--- src/rtl/haze_frame_controller.sv ---
// haze_frame_controller: two-pass frame sequencer feeding ALE then the recovery datapath
module haze_frame_controller #(
  parameter int IMG_W   = 512,
  parameter int IMG_H   = 512,
  parameter int ADDR_W  = 18,
  parameter int RD_LAT  = 1,
  parameter int ALE_LAT = 2,
  parameter int TIMEOUT = 1024
) (
  input  logic              clk,
  input  logic              rst_n,
  input  logic              start,
  input  logic              stall,
  output logic [ADDR_W-1:0] rd_addr,
  output logic              rd_en,
  output logic              ale_rst,
  output logic              ale_valid,
  output logic              dhz_valid,
  input  logic              ale_done,
  input  logic [7:0]        a_r_in,
  input  logic [7:0]        a_g_in,
  input  logic [7:0]        a_b_in,
  input  logic [15:0]       inv_a_r_in,
  input  logic [15:0]       inv_a_g_in,
  input  logic [15:0]       inv_a_b_in,
  output logic [7:0]        a_r,
  output logic [7:0]        a_g,
  output logic [7:0]        a_b,
  output logic [15:0]       inv_a_r,
  output logic [15:0]       inv_a_g,
  output logic [15:0]       inv_a_b,
  output logic              busy,
  output logic              pass_id,
  output logic              frame_done,
  output logic              err
);
  typedef enum logic [2:0] {IDLE, CLR, PASS1, P1_FLUSH, LATCH, PASS2, P2_FLUSH, DONE} state_t;
  localparam int CW = $clog2(TIMEOUT + RD_LAT + ALE_LAT + 1);
  localparam logic [ADDR_W-1:0] LAST   = ADDR_W'(IMG_W * IMG_H - 1);
  localparam logic [CW-1:0]     FLUSH1 = CW'(RD_LAT + ALE_LAT - 1);
  localparam logic [CW-1:0]     TMO    = CW'(RD_LAT + ALE_LAT - 1 + TIMEOUT);
  localparam logic [CW-1:0]     FLUSH2 = CW'(RD_LAT - 1);
  state_t              state_q, state_d;
  logic [ADDR_W-1:0]   addr_q, addr_d;
  logic [CW-1:0]       cnt_q, cnt_d;
  logic                err_q, err_d;
  logic                lat_en;
  logic [RD_LAT-1:0]   sr_q;
  logic [RD_LAT:0]     sr_ext;
  logic [7:0]          a_r_q, a_g_q, a_b_q;
  logic [15:0]         inv_r_q, inv_g_q, inv_b_q;
  assign sr_ext     = {sr_q, rd_en};
  assign busy       = state_q != IDLE;
  assign pass_id    = state_q inside {PASS2, P2_FLUSH, DONE};
  assign ale_valid  = sr_q[RD_LAT-1] & ~pass_id;
  assign dhz_valid  = sr_q[RD_LAT-1] & pass_id;
  assign rd_addr    = addr_q;
  assign err        = err_q;
  assign a_r        = a_r_q;
  assign a_g        = a_g_q;
  assign a_b        = a_b_q;
  assign inv_a_r    = inv_r_q;
  assign inv_a_g    = inv_g_q;
  assign inv_a_b    = inv_b_q;
  // next-state, read issue and flush/timeout decisions
  always_comb begin
    state_d    = state_q;
    addr_d     = addr_q;
    err_d      = err_q;
    cnt_d      = (state_q inside {P1_FLUSH, P2_FLUSH}) ? (&cnt_q ? cnt_q : cnt_q + 1'b1) : '0;
    lat_en     = 1'b0;
    rd_en      = 1'b0;
    ale_rst    = ~rst_n;
    frame_done = 1'b0;
    case (state_q)
      IDLE: if (start) begin
        state_d = CLR;
        err_d   = 1'b0;
      end
      CLR: begin
        ale_rst = 1'b1;
        addr_d  = '0;
        state_d = PASS1;
      end
      PASS1, PASS2: begin
        rd_en = ~stall;
        if (rd_en) begin
          addr_d = (addr_q == LAST) ? '0 : addr_q + 1'b1;
          if (addr_q == LAST) state_d = (state_q == PASS1) ? P1_FLUSH : P2_FLUSH;
        end
      end
      P1_FLUSH: if (cnt_q >= FLUSH1) begin
        if (ale_done) state_d = LATCH;
        else if (cnt_q >= TMO) begin
          state_d = IDLE;
          err_d   = 1'b1;
        end
      end
      LATCH: begin
        lat_en  = 1'b1;
        state_d = PASS2;
      end
      P2_FLUSH: if (cnt_q == FLUSH2) state_d = DONE;
      DONE: begin
        frame_done = 1'b1;
        state_d    = IDLE;
      end
      default: state_d = IDLE;
    endcase
  end
  // control state, address, counter, sticky error and read-valid delay line
  always_ff @(posedge clk or negedge rst_n) begin
    if (!rst_n) begin
      state_q <= IDLE;
      addr_q  <= '0;
      cnt_q   <= '0;
      err_q   <= 1'b0;
      sr_q    <= '0;
    end else begin
      state_q <= state_d;
      addr_q  <= addr_d;
      cnt_q   <= cnt_d;
      err_q   <= err_d;
      sr_q    <= sr_ext[RD_LAT-1:0];
    end
  end
  // atmospheric light and its reciprocal, captured once per frame and held through pass 2
  always_ff @(posedge clk or negedge rst_n) begin
    if (!rst_n) begin
      a_r_q   <= '0;
      a_g_q   <= '0;
      a_b_q   <= '0;
      inv_r_q <= '0;
      inv_g_q <= '0;
      inv_b_q <= '0;
    end else if (lat_en) begin
      a_r_q   <= a_r_in;
      a_g_q   <= a_g_in;
      a_b_q   <= a_b_in;
      inv_r_q <= inv_a_r_in;
      inv_g_q <= inv_a_g_in;
      inv_b_q <= inv_a_b_in;
    end
  end
endmodule

--- config.mk ---
export PLATFORM = sky130hd
export DESIGN_NAME = haze_frame_controller
export DESIGN_NICKNAME = d
export VERILOG_FILES = /design/src/rtl/haze_frame_controller.sv
export SDC_FILE = /design/constraint.sdc
export NUM_CORES = 1
export LEC_CHECK = 0
export ABC_AREA = 0
export BUFFER_PORTS_ARGS = -buffer_cell sky130_fd_sc_hd__buf_2
export CORE_MARGIN = 2
export CORE_UTILIZATION = 49
export DETAILED_ROUTE_END_ITERATION = 7
export GPL_TIMING_DRIVEN = 0
export MAX_ROUTING_LAYER = met4
export PLACE_DENSITY = 0.8
export REMOVE_ABC_BUFFERS = 1
export SETUP_SLACK_MARGIN = 0.4
export SYNTH_ARGS = -nofsm -noshare
export SYNTH_HDL_FRONTEND = slang
export SYNTH_SLANG_ARGS = --single-unit
--- constraint.sdc ---
create_clock -name clk -period 2.5 [get_ports clk]
set_input_delay 0.25 -clock clk [delete_from_list [all_inputs] [get_ports clk]]
set_output_delay 0.25 -clock clk [all_outputs]
set_load 0.03 [all_outputs]
==> flow_summary.json <==
{
  "relSlewSlack": 0.6389,
  "antenna_found_initial": 0,
  "netlist_area_um2": 4613,
  "wl_per_cell_um": 15.63,
  "drc": 0,
  "area_growth_pct": 30.05,
  "drt_iter0_markers": 67,
  "port_buffers": 174,
  "cts_root_buf": "clkbuf_8",
  "nets": 636,
  "slew_viol_final": 0,
  "power_mw": 3.175,
  "ys_seq_area_frac": 0.5750,
  "worst_path_most_repeated_cell": "buf_6",
  "synth_edf_count": 0,
  "yosysWarningCount": 0,
  "hold_violations": 0,
  "setup.worst_path.end_class": "flop",
  "n_antenna_cell": 0,
  "skew_ns": 0.01468,
  "via_count": 3470,
  "ir_drop_mv": 0.3873,
  "grt_max_degree": 59,
  "ioPinCount": 175,
  "finalCritPeriodShare": 0.8106,
  "dp_cells": 646,
  "routabilityCongestion": 0.8150,
  "grt_use_total": 0.2080,
  "start_util": 0.5016,
  "setup_viol": 0,
  "die-area_um2": 10210,
  "die_y_um": 101.0,
  "vias_per_cell": 5.171,
  "cts_tree": "yes",
  "cts_inserted_buffers": 9,
  "crit_slowest_cell": "dfrtp_2",
  "clock_latency_ns": 0.36,
  "max_stage_delay_ns": 0.52,
  "drive_gt1_frac": 0.5250,
  "async_flop_share": 1.000,
  "clkSinkCount": 106,
  "status": "completed",
  "worst_pin_slew_ns": 0.5368,
  "ys_ff_latch": 106,
  "totalWireLength_um": 10490,
  "post-route-min-period_ns": 2.026,
  "fmax_mhz": 493.5,
  "overflow": 0,
  "p_leak_nw": 3.257,
  "firstDrtPassIters": 4,
  "cp_top_family": "buffers and inverters",
  "ys_types": 40,
  "startpoint_type": "flop",
  "cp.arrival_ns": 2.27,
  "ant_nets": 0,
  "drv_cap": 0,
  "synthCells": 370,
  "grt_pass1_vias": 3307,
  "hpwl_um": 7783,
  "pwr_density_cell_nw_per_um2": 529.2,
  "synth_flop_cell": "dfrtp_1",
  "hold_path_class": "input port to flop",
  "clockBufferDepth": 2,
  "fp.dieW_um": 101.0,
  "fin_cells": 671,
  "worstSetupPathType": "flop to flop",
  "synth_area_per_cell_um2": 12.47,
  "fin_ws_ns": 0.4735,
  "cp_max_fo": 14,
  "fill_cells": 706,
  "crit_buf_inv": 4,
  "pre_cts_slack_ns": -0.09309,
  "required_ns": 2.75,
  "core-area_um2": 9196,
  "htreeDepth": 3,
  "grt_pass1_wl_um": 16330,
  "rows": 35,
  "clkTransAtPathRegs_ns": 0.11,
  "cp_cell_sequence": "nor3b_4 -> buf_6 -> buf_6 -> buf_6 -> buf_6 -> mux2_2",
  "rsz0062_at_grt": "true"
}
-- registers in the layout, summed over array words and instances, names as in the netlist --
register and flops:
a_r 8, cnt_q 11, err 1, inv_a_b 16
inv_a_g 16, state_q 3, inv_a_r 16, sr_q 1
a_g 8, rd_addr 18, a_b 8
-- synthesized netlist by cell type (all sizes together), types with 3 or more instances --
master	number	area share
nor2b	5	0.0068
or3	4	0.0054
nor2	34	0.028
buf	10	0.011
mux2	75	0.18
xor2	13	0.025
nand2	16	0.013
nand2b	3	0.0041
mux2i	4	0.0087
clkbuf	6	0.0049
o21ai	10	0.011
nor3	9	0.0098
nand3	12	0.013
nor4	6	0.011
dfrtp	106	0.57
and2	4	0.0054
a22o	3	0.0057
xnor2	3	0.0057
a21oi	6	0.0073
inv	8	0.0065
nor3b	3	0.0049
o2111ai	5	0.0095
ha	4	0.011
o211ai	4	0.0065
-- logic make-up (layout without fill, tap and decap cells) --
kind of cell / count (synthesis) / count (layout) / synth area share
compound gates: 36 / 36 / 0.05370
buf+inv: 24 / 214 / 0.02224
simple gates: 105 / 105 / 0.1161
fa+ha+maj: 4 / 4 / 0.01085
xor+xnor: 16 / 16 / 0.03038
mux: 79 / 79 / 0.1918
flops: 106 / 106 / 0.5750
-- placed cells by master, fill, tap and decap left out, types with 2 or more instances in the layout --
master / count
a21o_1: 2
a21oi_1: 4
a22o_1: 3
and2_1: 4
and3_1: 2
buf_2: 173
buf_4: 8
buf_6: 5
clkbuf_8: 9
clkinvlp_4: 2
dfrtp_1: 103
dfrtp_2: 3
ha_1: 4
inv_1: 8
inv_6: 2
mux2_2: 75
mux2i_1: 4
nand2_1: 16
nand2b_1: 3
nand3_1: 12
nand4_1: 2
nor2_1: 30
nor2_4: 3
nor2b_1: 5
nor3_1: 8
nor4_1: 5
o2111ai_1: 5
o211ai_1: 4
o21ai_0: 10
or3_1: 4
xnor2_1: 3
xor2_1: 13
-- metal layers --
| metal | share of wire | vias up | GRT usage |
|---|---|---|---|
| met3 | 0.052 | 5 | 0.04716 |
| met2 | 0.51 | 103 | 0.3482 |
| met4 | 0.0031 | 0 | 0.03742 |
| met5 | 0 | - | - |
| li1 | - | 1678 | - |
| met1 | 0.43 | 1684 | 0.2640 |
-- repair_timing --
action,in CTS,in global routing
endpoints found under the hold margin,56,22
pin swaps,0,1
buffers inserted,6,1
resized for setup,11,5
setup endpoints to repair,54,31
-- area by class of cell --
type                    count  area [µm²]  area share
clock inverters             6       60.06     0.01001
flip-flops and latches    106        2656      0.4428
well taps                 111       138.9     0.02315
inverters                   8       30.03    0.005005
multi-input cells         240        1932      0.3220
clock buffers              10       127.6     0.02127
repair buffers            190        1055      0.1758
-- path summary, 6_finish.rpt --
kind / from / endpoint / slack, ns / cells after the start
setup reg to reg: state_q[0] / inv_a_r[2] / 0.47 / 6
max in group asynchronous: rst_n / inv_a_b[6] / 1.48 / 3
hold reg to reg: a_b[4] / a_b[4] / 0.51 / 1
hold / removal: a_g_in[4] / a_g[4] / 0.11 / 2
min in group asynchronous: rst_n / rd_addr[2] / 0.40 / 2
setup / recovery: state_q[0] / inv_a_r[2] / 0.47 / 6
-- power breakdown --
part / total, mW / internal [mW] / switching [mW]
Sequential: 1.82 / 1.76 / 0.0611
Clock: 1.01 / 0.386 / 0.624
Combinational: 0.347 / 0.131 / 0.216
Total: 3.18 / 2.27 / 0.901
-- per-stage QoR --
step	cell area [µm²]	util	hold slack, ns	TNS [ns]
finish	6000	0.6524	0.1086	0
CTS	5941	0.6460	-0.03396	0
detailed placement	5657	0.6151	0.3738	-0.6811
global route	6000	0.6524	0.08397	0
floorplan	4541	-	-0.04559	-302.68
global placement	5550	0.6035	0.4841	-437.28
Note: power is estimated with default switching activity, not from simulation.
